<file path="src/rtl/alu_arbiter_if.sv">
// Bundled request/response/ALU-side signals for alu_arbiter.
// slave = arbiter side, master = requesters plus the ALU instance.
interface alu_arbiter_if #(
  parameter int DATA_W = 32,
  parameter int FUNC_W = 6
);
  logic              req0_valid;
  logic              req0_ready;
  logic [FUNC_W-1:0] req0_func;
  logic [DATA_W-1:0] req0_a;
  logic [DATA_W-1:0] req0_b;

  logic              req1_valid;
  logic              req1_ready;
  logic [FUNC_W-1:0] req1_func;
  logic [DATA_W-1:0] req1_a;
  logic [DATA_W-1:0] req1_b;

  logic              rsp0_valid;
  logic              rsp0_ready;
  logic              rsp1_valid;
  logic              rsp1_ready;
  logic [DATA_W-1:0] rsp_result;
  logic              rsp_branch;

  logic [FUNC_W-1:0] alu_func_out;
  logic [DATA_W-1:0] alu_a_out;
  logic [DATA_W-1:0] alu_b_out;
  logic [DATA_W-1:0] alu_o_in;
  logic              alu_branch_in;

  logic              busy;

  modport slave (
    input  req0_valid, req0_func, req0_a, req0_b,
    input  req1_valid, req1_func, req1_a, req1_b,
    input  rsp0_ready, rsp1_ready, alu_o_in, alu_branch_in,
    output req0_ready, req1_ready, rsp0_valid, rsp1_valid,
    output rsp_result, rsp_branch, alu_func_out, alu_a_out, alu_b_out, busy
  );

  modport master (
    output req0_valid, req0_func, req0_a, req0_b,
    output req1_valid, req1_func, req1_a, req1_b,
    output rsp0_ready, rsp1_ready, alu_o_in, alu_branch_in,
    input  req0_ready, req1_ready, rsp0_valid, rsp1_valid,
    input  rsp_result, rsp_branch, alu_func_out, alu_a_out, alu_b_out, busy
  );
endinterface

</file>
<file path="src/rtl/alu_arbiter.sv">
// Two-requester arbiter for one shared combinational ALU (IDLE->EXEC->RESP).
// Optional macro ALU_ARB_RR_EN: round-robin grant instead of fixed req0 priority.
module alu_arbiter #(
  parameter int DATA_W  = 32,
  parameter int FUNC_W  = 6,
  parameter int ALU_LAT = 1
) (
  input logic          ref_clk,
  input logic          reset,
  alu_arbiter_if.slave bus
);

  typedef enum logic [1:0] {IDLE, EXEC, RESP} state_t;

  localparam logic [3:0] LAT_LAST = 4'(ALU_LAT - 1);

  state_t            r_state;
  state_t            w_next;
  logic [FUNC_W-1:0] r_func;
  logic [DATA_W-1:0] r_a;
  logic [DATA_W-1:0] r_b;
  logic [DATA_W-1:0] r_rsp_result;
  logic              r_rsp_branch;
  logic              r_owner;
  logic [3:0]        r_cnt;

  logic w_grant0;
  logic w_grant1;
  logic w_rdy0;
  logic w_rdy1;
  logic w_accept;
  logic w_last;
  logic w_rsp_take;

`ifdef ALU_ARB_RR_EN
  logic r_last_grant;

  // Under contention the requester that did not win last time goes first.
  always_comb begin
    w_grant0 = bus.req0_valid & (~bus.req1_valid | r_last_grant);
    w_grant1 = bus.req1_valid & (~bus.req0_valid | ~r_last_grant);
  end
`else
  always_comb begin
    w_grant0 = bus.req0_valid;
    w_grant1 = bus.req1_valid & ~bus.req0_valid;
  end
`endif

  assign w_rdy0     = (r_state == IDLE) && reset && w_grant0;
  assign w_rdy1     = (r_state == IDLE) && reset && w_grant1;
  assign w_accept   = w_rdy0 | w_rdy1;
  assign w_last     = (r_cnt == LAT_LAST);
  assign w_rsp_take = r_owner ? bus.rsp1_ready : bus.rsp0_ready;

  always_ff @(posedge ref_clk) begin
    if (!reset) r_state <= IDLE;
    else        r_state <= w_next;
  end

  always_comb begin
    w_next = r_state;
    case (r_state)
      IDLE:    if (w_accept)   w_next = EXEC;
      EXEC:    if (w_last)     w_next = RESP;
      RESP:    if (w_rsp_take) w_next = IDLE;
      default: w_next = IDLE;
    endcase
  end

  // r_cnt is zero-based: EXEC cycle k of ALU_LAT sees r_cnt == k-1.
  always_ff @(posedge ref_clk) begin
    if (!reset) begin
      r_func       <= '0;
      r_a          <= '0;
      r_b          <= '0;
      r_rsp_result <= '0;
      r_rsp_branch <= 1'b0;
      r_owner      <= 1'b0;
      r_cnt        <= '0;
`ifdef ALU_ARB_RR_EN
      r_last_grant <= 1'b1;
`endif
    end else begin
      case (r_state)
        IDLE: begin
          if (w_accept) begin
            r_func  <= w_rdy1 ? bus.req1_func : bus.req0_func;
            r_a     <= w_rdy1 ? bus.req1_a    : bus.req0_a;
            r_b     <= w_rdy1 ? bus.req1_b    : bus.req0_b;
            r_owner <= w_rdy1;
            r_cnt   <= '0;
`ifdef ALU_ARB_RR_EN
            r_last_grant <= w_rdy1;
`endif
          end
        end
        EXEC: begin
          if (w_last) begin
            r_rsp_result <= bus.alu_o_in;
            r_rsp_branch <= bus.alu_branch_in;
            r_cnt        <= '0;
          end else begin
            r_cnt <= r_cnt + 4'd1;
          end
        end
        default: ;
      endcase
    end
  end

  always_comb begin
    bus.req0_ready   = 1'b0;
    bus.req1_ready   = 1'b0;
    bus.rsp0_valid   = 1'b0;
    bus.rsp1_valid   = 1'b0;
    bus.alu_func_out = '0;
    bus.alu_a_out    = '0;
    bus.alu_b_out    = '0;
    bus.rsp_result   = r_rsp_result;
    bus.rsp_branch   = r_rsp_branch;
    bus.busy         = (r_state != IDLE);
    case (r_state)
      IDLE: begin
        bus.req0_ready = w_rdy0;
        bus.req1_ready = w_rdy1;
      end
      EXEC: begin
        bus.alu_func_out = r_func;
        bus.alu_a_out    = r_a;
        bus.alu_b_out    = r_b;
      end
      RESP: begin
        bus.rsp0_valid = ~r_owner;
        bus.rsp1_valid = r_owner;
      end
      default: ;
    endcase
  end

endmodule
</file>
<file path="src/flat_wrapper.sv">
// flat-port wrapper written by rule: the top's interface ports become plain ports
module alu_arbiter_flat 
#(
  parameter int DATA_W  = 32,
  parameter int FUNC_W  = 6,
  parameter int ALU_LAT = 1
)
  (ref_clk, reset, bus_req0_valid, bus_req0_func, bus_req0_a, bus_req0_b, bus_req1_valid, bus_req1_func, bus_req1_a, bus_req1_b, bus_rsp0_ready, bus_rsp1_ready, bus_alu_o_in, bus_alu_branch_in, bus_req0_ready, bus_req1_ready, bus_rsp0_valid, bus_rsp1_valid, bus_rsp_result, bus_rsp_branch, bus_alu_func_out, bus_alu_a_out, bus_alu_b_out, bus_busy);
  alu_arbiter_if #(.DATA_W(DATA_W), .FUNC_W(FUNC_W)) bus_i ();
  input logic ref_clk;
  input logic reset;
  input wire logic [$bits(bus_i.req0_valid)-1:0] bus_req0_valid;
  input wire logic [$bits(bus_i.req0_func)-1:0] bus_req0_func;
  input wire logic [$bits(bus_i.req0_a)-1:0] bus_req0_a;
  input wire logic [$bits(bus_i.req0_b)-1:0] bus_req0_b;
  input wire logic [$bits(bus_i.req1_valid)-1:0] bus_req1_valid;
  input wire logic [$bits(bus_i.req1_func)-1:0] bus_req1_func;
  input wire logic [$bits(bus_i.req1_a)-1:0] bus_req1_a;
  input wire logic [$bits(bus_i.req1_b)-1:0] bus_req1_b;
  input wire logic [$bits(bus_i.rsp0_ready)-1:0] bus_rsp0_ready;
  input wire logic [$bits(bus_i.rsp1_ready)-1:0] bus_rsp1_ready;
  input wire logic [$bits(bus_i.alu_o_in)-1:0] bus_alu_o_in;
  input wire logic [$bits(bus_i.alu_branch_in)-1:0] bus_alu_branch_in;
  output wire logic [$bits(bus_i.req0_ready)-1:0] bus_req0_ready;
  output wire logic [$bits(bus_i.req1_ready)-1:0] bus_req1_ready;
  output wire logic [$bits(bus_i.rsp0_valid)-1:0] bus_rsp0_valid;
  output wire logic [$bits(bus_i.rsp1_valid)-1:0] bus_rsp1_valid;
  output wire logic [$bits(bus_i.rsp_result)-1:0] bus_rsp_result;
  output wire logic [$bits(bus_i.rsp_branch)-1:0] bus_rsp_branch;
  output wire logic [$bits(bus_i.alu_func_out)-1:0] bus_alu_func_out;
  output wire logic [$bits(bus_i.alu_a_out)-1:0] bus_alu_a_out;
  output wire logic [$bits(bus_i.alu_b_out)-1:0] bus_alu_b_out;
  output wire logic [$bits(bus_i.busy)-1:0] bus_busy;
  assign bus_i.req0_valid = bus_req0_valid;
  assign bus_i.req0_func = bus_req0_func;
  assign bus_i.req0_a = bus_req0_a;
  assign bus_i.req0_b = bus_req0_b;
  assign bus_i.req1_valid = bus_req1_valid;
  assign bus_i.req1_func = bus_req1_func;
  assign bus_i.req1_a = bus_req1_a;
  assign bus_i.req1_b = bus_req1_b;
  assign bus_i.rsp0_ready = bus_rsp0_ready;
  assign bus_i.rsp1_ready = bus_rsp1_ready;
  assign bus_i.alu_o_in = bus_alu_o_in;
  assign bus_i.alu_branch_in = bus_alu_branch_in;
  assign bus_req0_ready = bus_i.req0_ready;
  assign bus_req1_ready = bus_i.req1_ready;
  assign bus_rsp0_valid = bus_i.rsp0_valid;
  assign bus_rsp1_valid = bus_i.rsp1_valid;
  assign bus_rsp_result = bus_i.rsp_result;
  assign bus_rsp_branch = bus_i.rsp_branch;
  assign bus_alu_func_out = bus_i.alu_func_out;
  assign bus_alu_a_out = bus_i.alu_a_out;
  assign bus_alu_b_out = bus_i.alu_b_out;
  assign bus_busy = bus_i.busy;
  alu_arbiter #(.DATA_W(DATA_W), .FUNC_W(FUNC_W), .ALU_LAT(ALU_LAT)) u_core (.ref_clk(ref_clk), .reset(reset), .bus(bus_i));
endmodule
</file>
<file path="config.mk">
export PLATFORM = sky130hd
export DESIGN_NAME = alu_arbiter_flat
export DESIGN_NICKNAME = d
export VERILOG_FILES = /design/src/rtl/alu_arbiter_if.sv /design/src/rtl/alu_arbiter.sv /design/src/flat_wrapper.sv
export SDC_FILE = /design/constraint.sdc
export NUM_CORES = 1
export LEC_CHECK = 0
export ABC_CLOCK_PERIOD_IN_PS = 1600
export CORE_ASPECT_RATIO = 1.75
export CORE_UTILIZATION = 25
export CTS_CLUSTER_SIZE = 30
export DETAILED_ROUTE_END_ITERATION = 6
export GPL_TIMING_DRIVEN = 0
export SLEW_MARGIN = 20
export SYNTH_ARGS = -nofsm -noshare
export SYNTH_HDL_FRONTEND = slang
export SYNTH_SLANG_ARGS = --single-unit
</file>
<file path="constraint.sdc">
create_clock -name ref_clk -period 1.6 [get_ports ref_clk]
set_clock_uncertainty 0.1 [all_clocks]
set_input_delay 0.16 -clock ref_clk [delete_from_list [all_inputs] [get_ports ref_clk]]
set_output_delay 0.16 -clock ref_clk [all_outputs]
set_load 0.01 [all_outputs]
</file>
Word-level counts from Yosys, hierarchy flattened
Cells that the tools add are included.
{"block": "word_totals", "in_bits": 179, "elab_cells": 47, "regBits": 110}
{"block": "classes", "eq_ne": 5, "add_sub_neg": 1, "reduce_logical": 11, "mux": 18, "n_bitwise": 4}
{"op": "32-bit 2-to-1 mux", "n": 4}
{"op": "6-bit 2-to-1 mux", "n": 2}
{"op": "4-bit 2-to-1 mux", "n": 2}
{"op": "4-bit one-hot mux with 2 select lines", "n": 1}
{"op": "2-bit 2-to-1 mux", "n": 3}
{"op": "2-bit by 1-bit != test with 1-bit output, second input constant", "n": 3}
{"op": "2-bit one-hot mux with 3 select lines", "n": 1}
{"op": "2-bit AND reduction", "n": 3}
{"op": "1-bit 2-to-1 mux", "n": 5}
{"op": "4-bit by 1-bit adder with 4-bit output, second input constant", "n": 1}
{"op": "4-bit zero test", "n": 1}
{"op": "2-bit nonzero test", "n": 2}
{"op": "1-bit logical AND", "n": 3}
{"op": "3-bit AND reduction", "n": 1}
{"op": "2-bit by 1-bit equality test with 1-bit output, second input constant", "n": 1}
{"op": "2-bit equality test, second input constant", "n": 1}
{"op": "2-bit zero test", "n": 1}
{"op": "1-bit inverter", "n": 2}
{"op": "1-bit bitwise AND", "n": 1}
{"op": "1-bit OR", "n": 1}

Logic depth before layout (Yosys ltp)
Gate-level depths: netlist of the first run.
{"block": "logic_depth", "ltp_word": 6, "mapped_depth": 7, "depth_no_buf": 5}

Worst setup path before layout of the first run
OpenSTA, ideal clock, no wires.
{"block": "synth_timing", "kind": "register to register", "startpoint": "reg u_core.r_cnt[0]", "endpoint": "reg u_core.r_rsp_result[10] (netlist: u_core.bus.rsp_result[10])", "setup_time_ns": 0.072, "period_less_slack_ns": 1.498, "slack_ns": 0.102, "arrival_time_ns": 1.326, "stages_incl_launch_ff": 8, "path_cell_list": "dfxtp_1 inv_1 ha_1 nor3b_2 and2_4 buf_6 buf_6 mux2i_1"}
{"block": "synth_via", "elab_chain_len": 2}
{"item": "from (decl)", "line_no": "alu_arbiter.sv:25", "rtl": "logic [3:0] r_cnt;"}
{"item": "from (signal assigned)", "line_no": "alu_arbiter.sv:104", "rtl": "r_cnt <= r_cnt + 4'd1;"}
{"item": "4-bit zero test", "line_no": "alu_arbiter.sv:53", "rtl": "assign w_last = (r_cnt == LAT_LAST);"}
{"item": "2-bit AND reduction (no line)"}
{"item": "to (signal assigned)", "line_no": "alu_arbiter.sv:100", "rtl": "r_rsp_result <= bus.alu_o_in;"}
{"item": "to (decl)", "line_no": "alu_arbiter.sv:22", "rtl": "logic [DATA_W-1:0] r_rsp_result;"}
No other way between the ends.
A chain may end at the register's enable or synchronous reset.

Final worst setup path of the first run
{"block": "layout_timing", "startpoint": "reg u_core.r_state[0]", "endpoint": "out bus_alu_func_out[4]"}
{"block": "layout_via", "elab_chain_len": 2}
{"item": "from (decl)", "line_no": "alu_arbiter.sv:17", "rtl": "state_t r_state;"}
{"item": "from (signal assigned)", "line_no": "alu_arbiter.sv:58", "rtl": "else r_state <= w_next;"}
{"item": "2-bit by 1-bit equality test with 1-bit output", "line_no": "alu_arbiter.sv:123", "rtl": "case (r_state)"}
{"item": "6-bit 2-to-1 mux", "line_no": "alu_arbiter.sv:123"}
{"item": "to (decl)", "line_no": "flat_wrapper.sv:30", "rtl": "output wire logic [$bits(bus_i.alu_func_out)-1:0] bus_alu_func_out;"}
No other way between the ends.

==> impl_results.md, run 1 <==
* Status: finished, violations left
* Failing checks: setup timing
* Critical Path AT at 1.59 ns
* Chip width at 115.6 µm
* CTS Buf Count at 9
* Htree depth at 3
* Initial antenna violation count at 2
* Hold Buf Count CTS at 0
* Detail Placement HPWL at 17020 µm
* Max stage delay on crit path at 0.38 ns
* Largest net degree at the start of global routing at 20
* Syn nets at 849
* Register clock-pin slew on the reported worst setup and hold paths at 0.08 ns
* Placed insts at 1248
* Die height at 200.9 µm
* Mapped Area at 5650 µm²
* Core area at 22160 µm²
* DR pass1 iterations at 5
* TritonCTS clock tree: built
* Vias at 5931
* Fmax at 540.9 MHz
* Yosys cell types at 34
* Fin worst setup slack at -0.2489 ns
* Max cap viols at 0
* Final period util at 115.6%
* 1st-iter DRT viols at 204
* Clk root buf: clkbuf_16
* Number of fill cells in the layout at 2261
* First-pass GRT wire length at 34170 µm
* Longest Clk Path Bufs at 2
* Slew Viols, Final at 0
* Commonest non-fill, non-tap cell in the layout: clkdlybuf4s50_1
* Post-route design area at 9911 µm²
* Clk_lat worst skew at 0.36 ns
* # IOs at 287
* GPL Wtd Cong at 0.8573
* DR vias/cell at 4.566
* # port buffers at 284
* DP Area at 8864 µm²
* Worst-path fanout max at 8
* CP Cell Sequence: nor2b_4, buf_12, buf_8, buf_8, and2_4, buf_6
* Delay-heaviest family, CP: buffers and inverters
* Final Hold Fails at 0
* Util after Layout at 44.72%
* Post-synthesis register bit count at 110
* Synthesis warning total at 0
* Congestion Overflow GR at 0
* Slowest-stage cell, CP: dfxtp_4
* Pwr per Cell Area at 856.2 nW/µm²
* Die ar. at 23230 µm²
* Number of global-route vias before repair at 5927
* Seq/Total Area, Yosys at 38.97%
* Worst path buffer plus inverter count at 4
* Final ANT Viol Nets at 0
* # nets final at 1177
* Synth Area per Inst at 8.459 µm²
* Std cell rows at 72
* WS Path Type: register to primary output
* CP Launch Type: register
* Layout area overhead at 75.40%
* Final setup viols at 100
* CP dominant cell by count: buf_8
* Fin crit period at 1.849 ns
* Lkg Pwr at 3.971 nW
* # DRC at 0
* Worst-margin pin slew at 0.6023 ns
* Hold Crit Class: primary input to register
* Total clock sinks at 110
* Routed length per placed instance at 17.88 µm
* Gr usage total at 19.83%
* Most frequent cells in the layout: clkdlybuf4s50_1 (209), dfxtp_1 (106), a21oi_1 (74)
* Share of post-route cells with drive strength above 1 at 24.08%
* Slew headroom at 59.85%
* Peak supply drop at 0.4874 mV
* Post-Syn Instances at 668
* Critical path capture point type: primary output
* RSZ-0062 raised after global routing: yes
* Total Wirelength at 23230 µm
* CP Data Required Time at 1.34 ns
* Initial Util at 25.50%
* Post-route insts no fill at 1299
[layer usage]
metal | wire length [µm] | global-route usage (%) | vias to the layer above
met3 | 1172 | 3.895 | 37
met2 | 12600 | 36.48 | 183
met1 | 8684 | 21.22 | 2749
met4 | 774 | 9.020 | 0
met5 | 0 | 0 | -
li1 | - | - | 2962
[cell usage after synthesis, drive strengths merged]
cell	number	share of area, %
inv	4	0.27
nand3	2	0.18
nor3	1	0.088
nor2	74	5.2
nor3b	3	0.49
a211oi	1	0.13
and3b	1	0.16
ha	2	0.44
nor2b	71	7.9
o221a	70	14
buf	27	2.9
clkbuf	40	2.7
a31oi	1	0.11
a21oi	75	6.6
mux2i	34	6.0
and2	71	7.9
nand2	69	4.6
dfxtp	110	39
or3	3	0.33
nand2b	1	0.11
o21a	1	0.13
nand3b	2	0.27
o211ai	2	0.27
o21ai	2	0.18
and3	1	0.11
[layout make-up]
type                       instances  area [µm²]  area share (%)
timing repair buffer             322        3236           32.65
tap                              296       370.4           3.737
inverter                           4       17.52          0.1767
clock buffer                      11       242.7           2.449
antenna                            2       5.005         0.05050
sequential                       110        2215           22.35
clock inverter                     5       106.4           1.073
multi-input combinational        487        3269           32.99
buffer                            62       449.2           4.532
[path summary, 6_finish.rpt]
| kind | end | cells after the start | from | slack, ns |
|---|---|---|---|---|
| worst max register to register | u_core.bus.rsp_result[10] | 8 | u_core.r_state[0] | -0.13 |
| worst min-delay path | u_core.bus.rsp_result[13] | 3 | bus_alu_o_in[13] | 0.25 |
| worst min register to register | u_core.bus.rsp_result[17] | 2 | u_core.bus.rsp_result[17] | 0.36 |
| worst max-delay path | bus_alu_func_out[4] | 6 | u_core.r_state[0] | -0.25 |
[kinds of logic (layout without fill, tap and decap cells)]
logic type | after synthesis | in the layout | synth area share [%]
AND/OR/NAND/NOR | 299 | 299 | 27.30
flip-flops | 110 | 110 | 38.97
AO/OA/AOI/OAI | 152 | 152 | 21.41
buffers and inverters | 71 | 404 | 5.846
other | 0 | 2 | 0
adder cells (fa/ha/maj) | 2 | 2 | 0.4428
multiplexers | 34 | 34 | 6.023
[worst min-delay path, delay by kind of cell]
kind | cells | cell delay (ns)
mux | 1 | 0.05
buf+inv | 1 | 0.40
simple gates | 1 | 0.06
[per-stage QoR]
step / setup WS [ns] / total power [mW] / hold WS (ns) / TNS [ns]
after CTS: -0.3275 / 8.522 / 0.2378 / -22.66
final: -0.2489 / 8.485 / 0.2457 / -14.23
after global routing: -0.2950 / 8.837 / 0.2514 / -21.10
after detailed placement: -1.040 / 5.415 / 0.3467 / -72.69
after global placement: -1.009 / 5.386 / 0.3422 / -70.71
after floorplan: 0.1020 / 4.254 / 0.2021 / 0
[power by group]
group          total [mW]  switching, mW  internal (mW)
Combinational        2.58           1.06           1.51
Clock                2.71           1.13           1.58
Sequential           3.20          0.158           3.04
[sequential cells by signal, indices dropped and copies added, names as in the netlist]
register               flops
u_core.bus.rsp_branch      1
u_core.r_state             2
u_core.r_b                32
u_core.r_owner             1
u_core.bus.rsp_result     32
u_core.r_cnt               4
u_core.r_a                32
u_core.r_func              6
[repair_timing]
action	in CTS	in global routing
gates resized for setup	481	37
pin swaps	34	8
setup buffers	20	11
endpoints found under the setup margin	177	174
endpoints found under the hold margin	0	0
gates cloned	9	1
No activity file was read; power rests on OpenSTA's default activity.
==> run 2: changes to the inputs <==
--- a/config.mk
+++ b/config.mk
@@ -5,7 +5,7 @@
 export SDC_FILE = /design/constraint.sdc
 export NUM_CORES = 1
 export LEC_CHECK = 0
-export ABC_CLOCK_PERIOD_IN_PS = 1600
+export ABC_CLOCK_PERIOD_IN_PS = 2100
 export CORE_ASPECT_RATIO = 1.75
 export CORE_UTILIZATION = 25
 export CTS_CLUSTER_SIZE = 30
==> constraint.sdc (replaced) <==
create_clock -name ref_clk -period 2.1 [get_ports ref_clk]
set_clock_uncertainty 0.1 [all_clocks]
set_input_delay 0.21 -clock ref_clk [delete_from_list [all_inputs] [get_ports ref_clk]]
set_output_delay 0.21 -clock ref_clk [all_outputs]
set_load 0.01 [all_outputs]
==> run 2 against run 1 <==
The run now ends clean. Total power is 28% lower. Global-route usage is 1.1 points lower. Sequential cell count stayed put. Critical path depth is 2 lower. Wire length is 5.4% lower. Critical path type unchanged.
==> impl_results.md, run 2 (synthesis gave the netlist of run 1 again) <==
* Fmax at 493.3 MHz
* Number of fill cells in the layout at 2328
* Std cell rows at 72
* Hold Crit Class: primary input to register
* Max cap viols at 0
* CTS Buf Count at 9
* Delay-heaviest family, CP: buffers and inverters
* Critical path capture point type: primary output
* Depth of the most critical reg-to-reg path at 7
* Share of post-route cells with drive strength above 1 at 10.60%
* Layout area overhead at 63.46%
* Detail Placement HPWL at 17020 µm
* Clk_lat worst skew at 0.36 ns
* Pwr per Cell Area at 660.8 nW/µm²
* CP Cell Sequence: buf_6, nor2_4, and3_1, clkdlybuf4s50_1
* Worst path buffer plus inverter count at 2
* Routed length per placed instance at 17.30 µm
* TritonCTS clock tree: built
* Vias at 5811
* Slew Viols, Final at 0
* Longest Clk Path Bufs at 2
* RSZ-0062 raised after global routing: no
* Slew headroom at 59.09%
* Total clock sinks at 110
* 1st-iter DRT viols at 224
* First-pass GRT wire length at 32390 µm
* Final Hold Fails at 0
* Most frequent cells in the layout: clkdlybuf4s50_1 (213), dfxtp_1 (108), a21oi_1 (75)
* Crit path launch: u_core.r_state[0]
* # port buffers at 284
* Total Wirelength at 21970 µm
* Reg2Reg Setup Slack at 0.34 ns
* # nets final at 1148
* Critical Path AT at 1.72 ns
* Hold wc startpoint: reset
* Slowest-stage cell, CP: clkdlybuf4s50_1
* Initial antenna violation count at 2
* # IOs at 287
* CP Data Required Time at 1.79 ns
* Gr usage total at 18.70%
* Worst Hold End: u_core.r_b[15]
* Clk root buf: clkbuf_16
* Chip width at 115.6 µm
* Placed insts at 1248
* Largest net degree at the start of global routing at 20
* Peak supply drop at 0.3744 mV
* Worst-path fanout max at 4
* Status: complete, no violations
* Number of global-route vias before repair at 5714
* Final setup viols at 0
* DR pass1 iterations at 4
* Fin worst setup slack at 0.07291 ns
* WS Path Type: register to primary output
* GPL Wtd Cong at 0.8573
* Final ANT Viol Nets at 0
* Initial Util at 25.50%
* Lkg Pwr at 3.672 nW
* Final period util at 96.53%
* Die height at 200.9 µm
* DR vias/cell at 4.576
* Core area at 22160 µm²
* Hold Crit Depth at 3
* DP Worst Slack at -0.6402 ns
* CP Launch Type: register
* FF-to-FF Start: u_core.r_cnt[0]
* # DRC at 0
* Worst reg2reg path endpoint: u_core.bus.rsp_result[28]
* Congestion Overflow GR at 0
* Fin crit period at 2.027 ns
* Register clock-pin slew on the reported worst setup and hold paths at 0.08 ns
* Die ar. at 23230 µm²
* Commonest non-fill, non-tap cell in the layout: clkdlybuf4s50_1
* Post-route insts no fill at 1270
* Max stage delay on crit path at 0.55 ns
* Worst-margin pin slew at 0.6136 ns
* Htree depth at 3
[run 2: cell types whose count changed in the layout (fill, tap and decap cells not counted), sizes merged]
cell           delta
clkdlybuf4s15    +15
clkdlybuf4s50     +4
clkbuf            +4
dlygate4sd2      +38
buf              -90
[run 2: power by group]
part	switching [mW]	internal, mW
logic	0.735	0.897
registers	0.109	2.32
clock network	0.840	1.20
[run 2: timing repair]
| action | in CTS | in global routing |
|---|---|---|
| gates cloned | 1 | 0 |
| endpoints found under the setup margin | 72 | 31 |
| hold buffers | 0 | 0 |
| pin swaps | 1 | 1 |
| resized for setup | 152 | 22 |
| setup buffers | 6 | 1 |
[run 2: cell type report]
cell class                 instances  area, µm²  share of cell area (%)
buffer                            63      360.3                   3.901
multi-input combinational        487       3144                   34.04
clock buffer                      11      242.7                   2.628
timing repair buffer             292       2788                   30.18
sequential                       110       2205                   23.87
inverter                           4      15.01                  0.1626
tap                              296      370.4                   4.010
antenna                            2      5.005                 0.05419
clock inverter                     5      106.4                   1.151
[run 2: worst reg2reg max path, cell delays in order, from the launching register on]
cell	delay, ns
dfxtp_1	0.35
inv_1	0.07
ha_1	0.13
nor3b_2	0.30
and2_4	0.20
buf_6	0.13
buf_6	0.18
mux2i_1	0.22
[run 2: worst max path at each step]
stage | endpoint | slack, ns | cells after the start
floorplan | bus_req1_ready | 0.58 | 5
CTS | bus_alu_func_out[2] | -0.008 | 8
global route | bus_rsp0_valid | 0.001 | 4
finish | bus_req0_ready | 0.07 | 4
detailed placement | bus_req1_ready | -0.64 | 5
global placement | bus_req1_ready | -0.61 | 5
[run 2: per-layer routing]
metal  global-route usage (%)  vias to the layer above  wire length (µm)
met5                        0                        -                 0
li1                         -                     2906                 -
met4                    8.700                        0               734
met1                    19.86                     2687              8351
met2                    34.35                      183             11710
met3                    3.895                       35              1172
[run 2: through the flow]
| step | utilization [%] | power [mW] | setup TNS [ns] | instance area, µm² | hold slack (ns) |
|---|---|---|---|---|---|
| after floorplan | - | 3.241 | 0 | 5650 | 0.2521 |
| after global placement | 40.00 | 4.104 | -8.638 | 8864 | 0.3422 |
| after detailed placement | 40.00 | 4.126 | -9.551 | 8864 | 0.3467 |
| after CTS | 41.83 | 6.184 | -0.01453 | 9270 | 0.2540 |
| after global routing | 41.68 | 6.381 | 0 | 9236 | 0.2755 |
| final | 41.68 | 6.103 | 0 | 9236 | 0.2615 |
==> run 3: changes to the inputs <==
--- a/config.mk
+++ b/config.mk
@@ -6,11 +6,15 @@
 export NUM_CORES = 1
 export LEC_CHECK = 0
 export ABC_CLOCK_PERIOD_IN_PS = 2100
+export CELL_PAD_IN_SITES_DETAIL_PLACEMENT = 1
+export CELL_PAD_IN_SITES_GLOBAL_PLACEMENT = 1
 export CORE_ASPECT_RATIO = 1.75
 export CORE_UTILIZATION = 25
 export CTS_CLUSTER_SIZE = 30
 export DETAILED_ROUTE_END_ITERATION = 6
+export GPL_ROUTABILITY_DRIVEN = 0
 export GPL_TIMING_DRIVEN = 0
+export PLACE_DENSITY_LB_ADDON = 0.1
 export SLEW_MARGIN = 20
 export SYNTH_ARGS = -nofsm -noshare
 export SYNTH_HDL_FRONTEND = slang
==> run 3 against run 2 <==
Cell count shrank 0.31%. Worst setup slack gained 0.031 ns. Non-clock buffer count shrank 2. Largest power group unchanged. Worst hold slack gained 0.015 ns. Global-route usage grew 0.84 points. Sequential share of layout area grew 0.30 points. Total power shrank 5.0%. Final area shrank 1.3%. First-iteration DRC count shrank 35%. Sequential cell count is the same.
==> impl_results.md, run 3 (synthesis gave the netlist of run 1 again) <==
* CP Data Required Time at 1.79 ns
* Worst path buffer plus inverter count at 4
* Critical path capture point type: primary output
* Initial antenna violation count at 1
* Final setup viols at 0
* Worst reg2reg path endpoint: u_core.bus.rsp_result[24]
* Longest Clk Path Bufs at 2
* # IOs at 287
* Total Wirelength at 22450 µm
* Std cell rows at 72
* Total clock sinks at 110
* Final period util at 95.07%
* Layout area overhead at 61.40%
* # port buffers at 284
* Delay-heaviest family, CP: buffers and inverters
* Status: complete, no violations
* WS Path Type: register to primary output
* Max stage delay on crit path at 0.32 ns
* TritonCTS clock tree: built
* Slew Viols, Final at 0
* Chip width at 115.6 µm
* Fin worst setup slack at 0.1036 ns
* Gr usage total at 19.54%
* Core area at 22160 µm²
* Fmax at 500.9 MHz
* Detail Placement HPWL at 17740 µm
* Worst Hold End: u_core.r_b[16]
* # DRC at 0
* Critical Path AT at 1.69 ns
* Commonest non-fill, non-tap cell in the layout: clkdlybuf4s50_1
* Register clock-pin slew on the reported worst setup and hold paths at 0.07 ns
* Clk root buf: clkbuf_16
* Routed length per placed instance at 17.73 µm
* Hold Crit Class: primary input to register
* Reg2Reg Setup Slack at 0.29 ns
* Worst-margin pin slew at 0.5876 ns
* Number of global-route vias before repair at 6194
* Max cap viols at 0
* CP Launch Type: register
* Fin crit period at 1.996 ns
* Depth of the most critical reg-to-reg path at 9
* DR pass1 iterations at 4
* # nets final at 1146
* Most frequent cells in the layout: clkdlybuf4s50_1 (211), dfxtp_1 (108), a21oi_1 (75)
* Share of post-route cells with drive strength above 1 at 9.701%
* Initial Util at 25.50%
* Die height at 200.9 µm
* Worst-path fanout max at 10
* Peak supply drop at 0.3293 mV
* CTS Buf Count at 9
* DP Worst Slack at -0.4962 ns
* Final Hold Fails at 0
* Final ANT Viol Nets at 0
* Lkg Pwr at 3.701 nW
* Clk_lat worst skew at 0.35 ns
* Hold Crit Depth at 3
* Congestion Overflow GR at 0
* Htree depth at 3
* 1st-iter DRT viols at 145
* Die ar. at 23230 µm²
* Slowest-stage cell, CP: dfxtp_2
* Vias at 5798
* Hold wc startpoint: reset
* Total Neg Setup Slack at 0 ns
* Pwr per Cell Area at 635.4 nW/µm²
* First-pass GRT wire length at 34300 µm
* Largest net degree at the start of global routing at 20
* Slew headroom at 60.83%
* FF-to-FF Start: u_core.r_state[0]
* CP Cell Sequence: buf_6, nor2b_4, buf_8, clkbuf_4, and2_1, dlygate4sd2_1
* DR vias/cell at 4.580
[run 3: stage by stage]
step	cells	instance area (µm²)	hold slack (ns)	power, mW	utilization (%)
after floorplan	668	5650	0.2521	3.241	-
after global placement	1248	8864	0.3416	4.107	40.00
after detailed placement	1248	8864	0.3497	4.130	40.00
after CTS	1263	9169	0.2774	5.903	41.37
after global routing	1266	9120	0.2866	6.115	41.15
final	1266	9120	0.2765	5.795	41.15
[run 3: per-layer routing]
layer	vias up	GRT usage [%]	wire length [µm]	share of wire, %
met5	-	0	0	0
met4	0	5.952	365	1.6
met3	20	4.801	1250	5.6
met2	162	38.02	12480	56
met1	2727	19.71	8357	37
li1	2889	-	-	-
[run 3: tightest hold or removal path: stages]
cell	delay [ns]
buf_2	0.15
nand2_8	0.15
o221a_1	0.18
[run 3: worst max-delay path by stage]
stage                     cells past startpoint               from  slack (ns)                end
after global placement                        5     bus_req1_valid       -0.50     bus_req1_ready
final                                         6  u_core.r_state[0]        0.10   bus_alu_b_out[1]
after detailed placement                      5     bus_req1_valid       -0.50     bus_req1_ready
after global routing                          6  u_core.r_state[0]     -0.0004  bus_alu_a_out[28]
after floorplan                               5  u_core.r_state[0]        0.58     bus_req1_ready
after CTS                                     7  u_core.r_state[0]       0.002  bus_alu_b_out[13]
[run 3: repair_timing]
item,4_1_cts,5_1_grt
hold buffers,0,0
buffers inserted,2,2
setup endpoints to repair,72,47
gates cloned,1,0
gates resized for setup,153,23
hold endpoints to repair,0,0
pin swaps,1,1
[run 3: layout make-up]
class | count | area [µm²]
Antenna cell | 1 | 2.502
Fill cell | 2719 | 13040
Timing Repair Buffer | 289 | 2711
Tap cell | 296 | 370.4
Sequential cell | 110 | 2205
Clock buffer | 14 | 254.0
Multi-Input combinational cell | 487 | 3139
Inverter | 4 | 15.01
Clock inverter | 1 | 30.03
Buffer | 64 | 392.9
[run 3: where the power goes]
part	switching, mW	internal, mW	total (mW)
registers	0.110	2.32	2.43
logic	0.725	0.890	1.61
clock network	0.796	0.957	1.75
total	1.63	4.16	5.80
